### config.mk
export PLATFORM = sky130hd
export DESIGN_NAME = fetch_pack_unit
export DESIGN_NICKNAME = d
export VERILOG_FILES = /design/src/rtl/fetch_pkg.sv /design/src/rtl/lane_compactor.sv /design/src/rtl/fetch_pack_unit.sv
export SDC_FILE = /design/constraint.sdc
export NUM_CORES = 1
export LEC_CHECK = 0
export ABC_AREA = 0
export CORE_MARGIN = 3
export CORE_UTILIZATION = 50
export CTS_CLUSTER_SIZE = 25
export DETAILED_ROUTE_END_ITERATION = 8
export HOLD_SLACK_MARGIN = 0.03
export PLACE_DENSITY = 0.79
export RECOVER_POWER = 25
export SYNTH_ARGS = -nofsm -noshare
export SYNTH_HDL_FRONTEND = slang
export SYNTH_SLANG_ARGS = --single-unit
export TNS_END_PERCENT = 10
### constraint.sdc
create_clock -name clk -period 3.9 [get_ports clk]
set_clock_uncertainty 0.1 [all_clocks]
set_input_delay 0.39 -clock clk [delete_from_list [all_inputs] [get_ports clk]]
set_output_delay 0.39 -clock clk [all_outputs]
set_load 0.05 [all_outputs]
### src/rtl/fetch_pkg.sv
// Shared definitions for the fetch pack unit: state encodings and width helpers.
package fetch_pkg;

    typedef enum logic [1:0] {
        ST_EMPTY   = 2'b00,
        ST_PARTIAL = 2'b01,
        ST_FULL    = 2'b10
    } fetch_state_e;

    // Pointer width for a power-of-two buffer depth (at least one bit).
    function automatic int unsigned ptr_w(input int unsigned depth);
        return (depth > 1) ? $clog2(depth) : 1;
    endfunction

    // Occupancy counter width: must represent 0..depth inclusive.
    function automatic int unsigned cnt_w(input int unsigned depth);
        return $clog2(depth + 1);
    endfunction

endpackage

### src/rtl/lane_compactor.sv
// Combinational prefix-sum over the keep mask of a fetch group: each lane gets
// the slot offset it lands at after bubbles are squeezed out, plus the total.
module lane_compactor
    import fetch_pkg::*;
#(
    parameter int unsigned LANES = 2,
    parameter int unsigned NW    = cnt_w(LANES)
) (
    input  logic [LANES-1:0]         in_zero,
    output logic [LANES-1:0][NW-1:0] offset,
    output logic [NW-1:0]            n_push
);

    logic [NW-1:0] acc;

    // Running count of kept lanes below each lane index.
    always_comb begin
        acc    = '0;
        offset = '0;
        for (int unsigned i = 0; i < LANES; i++) begin
            offset[i] = acc;
            if (!in_zero[i]) begin
                acc = acc + NW'(1);
            end
        end
        n_push = acc;
    end

endmodule

### src/rtl/fetch_pack_unit.sv
// Fetch pack unit: drops bubble lanes of each fetch group, packs the remaining
// words in lane order into a circular buffer and presents up to LANES oldest
// words per cycle to decode.
module fetch_pack_unit
    import fetch_pkg::*;
#(
    parameter int unsigned WIDTH = 32,
    parameter int unsigned LANES = 2,
    parameter int unsigned DEPTH = 4
) (
    input  logic                       clk,
    input  logic                       preset,
    input  logic                       flush,
    input  logic                       in_valid,
    input  logic [LANES*WIDTH-1:0]     in_data,
    input  logic [LANES-1:0]           in_zero,
    output logic                       in_ready,
    output logic [LANES-1:0]           out_valid,
    output logic [LANES*WIDTH-1:0]     out_data,
    input  logic                       out_ready,
    output logic [$clog2(DEPTH+1)-1:0] count,
    output logic [1:0]                 state
);

    localparam int unsigned PW        = ptr_w(DEPTH);
    localparam int unsigned CW        = cnt_w(DEPTH);
    localparam int unsigned NW        = cnt_w(LANES);
    localparam int unsigned READY_MAX = DEPTH - LANES;
    localparam logic [CW-1:0] LANES_C = CW'(LANES);

    logic [WIDTH-1:0]        mem_q [DEPTH];
    logic [PW-1:0]           rd_ptr_q;
    logic [PW-1:0]           wr_ptr_q;
    logic [CW-1:0]           count_q;
    fetch_state_e            state_q;

    logic [LANES-1:0][NW-1:0] offset;
    logic [NW-1:0]            n_push;
    logic                     push;
    logic [CW-1:0]            n_push_c;
    logic [CW-1:0]            n_pop_c;
    logic [CW-1:0]            count_d;
    fetch_state_e             state_d;

    lane_compactor #(
        .LANES (LANES),
        .NW    (NW)
    ) u_compactor (
        .in_zero (in_zero),
        .offset  (offset),
        .n_push  (n_push)
    );

    // Acceptance depends only on registered occupancy; a pop this cycle does not help.
    assign in_ready = (32'(count_q) <= READY_MAX);
    assign push     = in_valid & in_ready;
    assign count    = count_q;
    assign state    = state_q;

    // Next occupancy and next state; flush forces the buffer empty.
    always_comb begin
        n_push_c = push ? CW'(n_push) : '0;
        n_pop_c  = '0;
        if (out_ready) begin
            n_pop_c = (count_q < LANES_C) ? count_q : LANES_C;
        end
        count_d = count_q + n_push_c - n_pop_c;
        if (flush) begin
            count_d = '0;
        end
        if (count_d == '0) begin
            state_d = ST_EMPTY;
        end else if (32'(count_d) > READY_MAX) begin
            state_d = ST_FULL;
        end else begin
            state_d = ST_PARTIAL;
        end
    end

    // Pointer, occupancy and state registers.
    always_ff @(posedge clk) begin
        if (preset) begin
            rd_ptr_q <= '0;
            wr_ptr_q <= '0;
            count_q  <= '0;
            state_q  <= ST_EMPTY;
        end else if (flush) begin
            rd_ptr_q <= '0;
            wr_ptr_q <= '0;
            count_q  <= '0;
            state_q  <= ST_EMPTY;
        end else begin
            rd_ptr_q <= rd_ptr_q + PW'(n_pop_c);
            wr_ptr_q <= wr_ptr_q + PW'(n_push_c);
            count_q  <= count_d;
            state_q  <= state_d;
        end
    end

    // Buffer storage: kept lanes land at consecutive slots from wr_ptr; no reset.
    always_ff @(posedge clk) begin
        if (!preset && !flush && push) begin
            for (int unsigned i = 0; i < LANES; i++) begin
                if (!in_zero[i]) begin
                    mem_q[wr_ptr_q + PW'(offset[i])] <= in_data[i*WIDTH +: WIDTH];
                end
            end
        end
    end

    // Output mux: oldest word in lane 0, unoccupied lanes driven to zero.
    always_comb begin
        out_valid = '0;
        out_data  = '0;
        for (int unsigned i = 0; i < LANES; i++) begin
            if (32'(count_q) > i) begin
                out_valid[i]                = 1'b1;
                out_data[i*WIDTH +: WIDTH]  = mem_q[rd_ptr_q + PW'(i)];
            end
        end
    end

endmodule

======== Word-level counts from Yosys, hierarchy flattened ========
Memory sizes are Yosys's and may differ from the RTL's. A register that Yosys moved wholly into a read port is not among the register bits.
Index checks and enable logic that the tools add are counted.
W data, S select, Z words.
operators by class
  reductions and logical operators ........ 7
  add/subtract/negate cells ............... 7
  order comparisons ....................... 5
  bitwise gates (word level) .............. 1
  muxes and demuxes ....................... 18
operator list
  kind                   count
  $mux W32               2
  $mux W1                9
  $mux W3                3
  $mux W2                4
  $add A2 B2 Y2          3
  $gt A3 B1 Y1 const B   2
  $add A3 B2 Y3          1
  $gt A3 B2 Y1 const B   1
  $le A3 B2 Y1 const B   1
  $logic_not A3 Y1       1
  $lt A3 B2 Y1 const B   1
  $reduce_or A3 Y1       1
  $sub A3 B3 Y3          1
  $add A1 B1 Y2 const B  1
  $add A2 B1 Y2 const B  1
  $logic_and A1 B1 Y1    2
  $logic_not A1 Y1       2
  $reduce_or A2 Y1       1
  $and A1 B1 Y1          1
word-level totals
  RAM bits ................................ 128
  memories ................................ 1
  bits in registers ....................... 9
memory list
  name   words  bits a word  rd ports  clocked after Yosys merged registers in  write ports  RTL line               RTL
  mem_q  4      32           2         1                                        2            fetch_pack_unit.sv:31  logic [WIDTH-1:0] mem_q [DEPTH];

======== Longest topological paths before layout ========
  depth after elaboration ................. 9
  gate-level depth with buffers ........... 12

======== Hierarchy ========
A second synthesis with hierarchy kept.
second synthesis, totals
  cells, all modules ...................... 504
  area total of the unflattened synthesis .. 8097.8 µm²
by module, submodules not included
  module           times used  cells an instance  seq. area each (µm²)  area an instance (µm²)
  fetch_pack_unit  1           497                4023.9                8051.5
  lane_compactor   1           7                  0.0                   46.3

======== Worst setup path after synthesis ========
No wires, ideal clock.
  path type ............................... register to register
  start ................................... register count_q[2], in the netlist count[2]
  end ..................................... register state_q[0], in the netlist state[0]
  stages on the path, launching flop included .. 13
  required time ........................... 3.740 ns
  period minus slack after synthesis ...... 3.455 ns
  setup time .............................. 0.060 ns
  arrival ................................. 3.295 ns
  path slack .............................. 0.445 ns
  cells stage by stage .................... dfxtp_1 or2_2 clkbuf_1 clkbuf_1 nor2_1 ha_1 inv_1 ha_1 inv_1 fa_1 xnor2_1 xnor2_1 and3_1
on the way
  longest elaborated chain between the ends .. 8
RTL lines
  element                                                  RTL line                                      RTL
  start, declared                                          fetch_pack_unit.sv:34                         logic [CW-1:0] count_q;
  start signal, assigned                                   fetch_pack_unit.sv:95                         count_q <= count_d;
  $le A3 B2 Y1                                             fetch_pack_unit.sv:55                         assign in_ready = (32'(count_q) <= READY_MAX);
  $and A1 B1 Y1                                            fetch_pack_unit.sv:56                         assign push = in_valid & in_ready;
  $mux W2                                                  fetch_pack_unit.sv:62                         n_push_c = push ? CW'(n_push) : '0;
  $add A3 B2 Y3                                            fetch_pack_unit.sv:67                         count_d = count_q + n_push_c - n_pop_c;
  $sub A3 B3 Y3 *                                          fetch_pack_unit.sv:67
  $mux W3 *                                                fetch_pack_unit.sv:68                         if (flush) begin
  $gt A3 B2 Y1 / $logic_not A3 Y1 (equally long branches)  fetch_pack_unit.sv:73, fetch_pack_unit.sv:71
  $mux W2 / $reduce_or A3 Y1 (equally long branches)       -
  end signal, assigned                                     fetch_pack_unit.sv:96                         state_q <= state_d;
  end, declared                                            fetch_pack_unit.sv:35                         fetch_state_e state_q;
Mark *: on every way between the ends. The rest lies on a longest branch, timed or not.
A chain may end at the register's enable or synchronous reset.

==> results_dict.tcl <==
set metrics [dict create \
    status "complete, no violations" \
    worstSkewPairLatency_ns 0.42 \
    n_fill_cell 1094 \
    setup_tns_ns 0 \
    syn_area_per_cell_sq_um 16.16 \
    p_seq_share_pct 41.7 \
    layout.cells.non_filler 871 \
    max_freq_ghz 0.2948 \
    antenna_found_initial 0 \
    area_growth_pct 27.39 \
    synth_area_leaders "edfxtp_1, mux4_2, mux2_2" \
    coreArea_sq_um 15480 \
    io_buffer_count 142 \
    cts_buffers 17 \
    cts_sinks 137 \
    arrival_ns 2.90 \
    wl_um 19370 \
    required_ns 3.41 \
    seq_area_sq_um 4031 \
    grt_pass1_vias 5538 \
    ys_seq_area_share_pct 49.91 \
    die_x_um 133.0 \
    nets 727 \
    setup_viol 0 \
    crit_type "register to primary output" \
    rsz0062_at_grt "no" \
    drive_gt1_share_pct 36.06 \
    routedWlPerCell_um 22.24 \
    power_frac_clock_pct 38.4 \
    endpoint_kind "primary output" \
    cts_root_buf "clkbuf_16" \
    die_height_um 133.0 \
    cts_setup_buffers 0 \
    viasPerCell 5.730 \
    swShare_pct 27.28 \
    period_share_pct 86.98 \
    pwr-share-comb_pct 19.8 \
    max_slew_margin_pct 23.29 \
    multiInputGateArea_sq_um 3749 \
    hold_buffers 0 \
    yosysTopAreaCell "edfxtp_1" \
    via_count 4991 \
    r2r_setup_slack_ns 1.10 \
    start_util_pct 52.07 \
    rows 45 \
    clk_path_buf_depth 2 \
    maxSlewViolCount 0 \
    clk_pin_slew_ns 0.05 \
    syn_inst 499 \
    hp-class "register to register" \
    syn-cell-area_sq_um 8063 \
    dp_hpwl_um 13460 \
    dieArea_sq_um 17690 \
    tightestPinTransition_ns 1.151 \
    grt_use_total_pct 22.74 \
    h-tree-depth 4 \
    hold_violations 0 \
    cts_tree "done" \
    peakVddDrop_v 0.0003232 \
    dp.cells 840 \
    critPathLaunchType "register" \
    grt_pass1_wl_um 30700 \
    period_needed_ns 3.392 \
    yosysWarnings 0 \
    yosysTopAreaCellShare_pct 47.67 \
    drc_errors 0 \
    drtIter0Drc 374 \
    p_switching_uw 1082 \
    p_leak_uw 0.003291 \
    p_int_uw 2885 \
    synth.distinct_cells 31 \
    antennaDiodeCount 0 \
    first_pass_iters 4 \
    ant_nets 0 \
    io_pins 143 \
    cts_resized 0 \
    maxCapViolCount 0 \
    powerDensity_nw_per_um2 386.2 \
    place_congestion 0.8221 \
    grt_max_degree 36 \
    path_max_fanout 29 \
    overflow 0 \
    syn_nets 578 \
    synth-seq-cells 137 \
]
==> layout make-up <==
type	count	share of cell area, %
flip-flops and latches	137	39.25
clock buffers	18	4.178
inverters	8	0.2924
multi-input cells	320	36.50
repair buffers	164	15.96
clock inverters	13	1.255
well taps	211	2.570
==> cell usage in the layout (no fill, tap or decap), types with 8 or more instances in the layout <==
master	n
and2_1	35
buf_4	10
clkbuf_16	17
clkdlybuf4s50_1	139
edfxtp_1	128
inv_1	8
mux2_1	8
mux2_2	120
mux4_2	64
nand2_1	9
nor2_1	8
nor2b_1	35
==> worst max-delay path: stages (launching register included) <==
cell	delay, ns
dfxtp_4	0.74
buf_12	0.27
mux4_2	0.54
nor2b_1	0.16
clkdlybuf4s50_1	0.73
==> synthesized netlist by cell type, drive strengths merged <==
cell type / number
inv: 8
nand2b: 1
or2: 2
mux2: 128
nor2b: 36
clkbuf: 8
ha: 7
nand2: 9
dfxtp: 9
xor2: 2
fa: 1
nor3: 1
nand3: 4
and2: 36
buf: 26
edfxtp: 128
xnor2: 6
nor2: 14
a21oi: 7
mux4: 64
and3: 2
==> per-layer routing <==
| layer | global-route usage, % | vias up | wire length [um] |
|---|---|---|---|
| li1 | - | 2259 | - |
| met1 | 28.77 | 2525 | 7538 |
| met2 | 39.64 | 187 | 10180 |
| met3 | 4.411 | 20 | 1358 |
| met4 | 7.044 | 0 | 296 |
| met5 | 0 | - | 0 |
==> path summary, 6_finish.rpt <==
path,startpoint,endpoint,cells after the start
max,rd_ptr_q[0],out_data[22],4
min,wr_ptr_q[0],wr_ptr_q[0],2
max reg2reg,count[2],state[0],11
min reg2reg,wr_ptr_q[0],wr_ptr_q[0],2
==> power groups by stage <==
| stage | sequential [uW] | clock, uW | combinational [uW] |
|---|---|---|---|
| after detailed placement | 1690 | 0 | 791 |
| after floorplan | 1690 | 0 | 477 |
| after global placement | 1680 | 0 | 779 |
| final | 1660 | 1530 | 787 |
| after CTS | 1650 | 1550 | 796 |
| after global routing | 1660 | 1610 | 827 |
==> per-stage QoR <==
stage | power [uW] | util [%] | cell area [sq um] | worst slack [ns] | hold slack [ns]
after floorplan | 2168 | - | 8063 | 0.4450 | 0.4459
after global placement | 2463 | 63.17 | 9781 | 0.9648 | 0.5645
after detailed placement | 2477 | 63.17 | 9781 | 0.9065 | 0.6175
after CTS | 3999 | 66.77 | 10340 | 0.4734 | 0.6132
after global routing | 4099 | 66.34 | 10270 | 0.3797 | 0.6404
final | 3967 | 66.34 | 10270 | 0.5078 | 0.6149
==> flip-flops by register name, indices dropped and copies added (netlist names) <==
name,cells
wr_ptr_q,2
mem_q,128
state,2
rd_ptr_q,2
count,3
==> kinds of logic (layout without fill, tap and decap cells) <==
| kind of cell | Yosys count | after routing | synth area share, % |
|---|---|---|---|
| AO/OA/AOI/OAI | 7 | 7 | 0.4345 |
| XOR/XNOR | 8 | 8 | 0.8691 |
| adder cells (fa/ha/maj) | 8 | 8 | 1.335 |
| buffers and inverters | 42 | 203 | 3.662 |
| flip-flops | 137 | 137 | 49.91 |
| multiplexers | 192 | 192 | 35.75 |
| AND/OR/NAND/NOR | 105 | 105 | 8.039 |
Note: power is estimated with default switching activity, not from simulation.
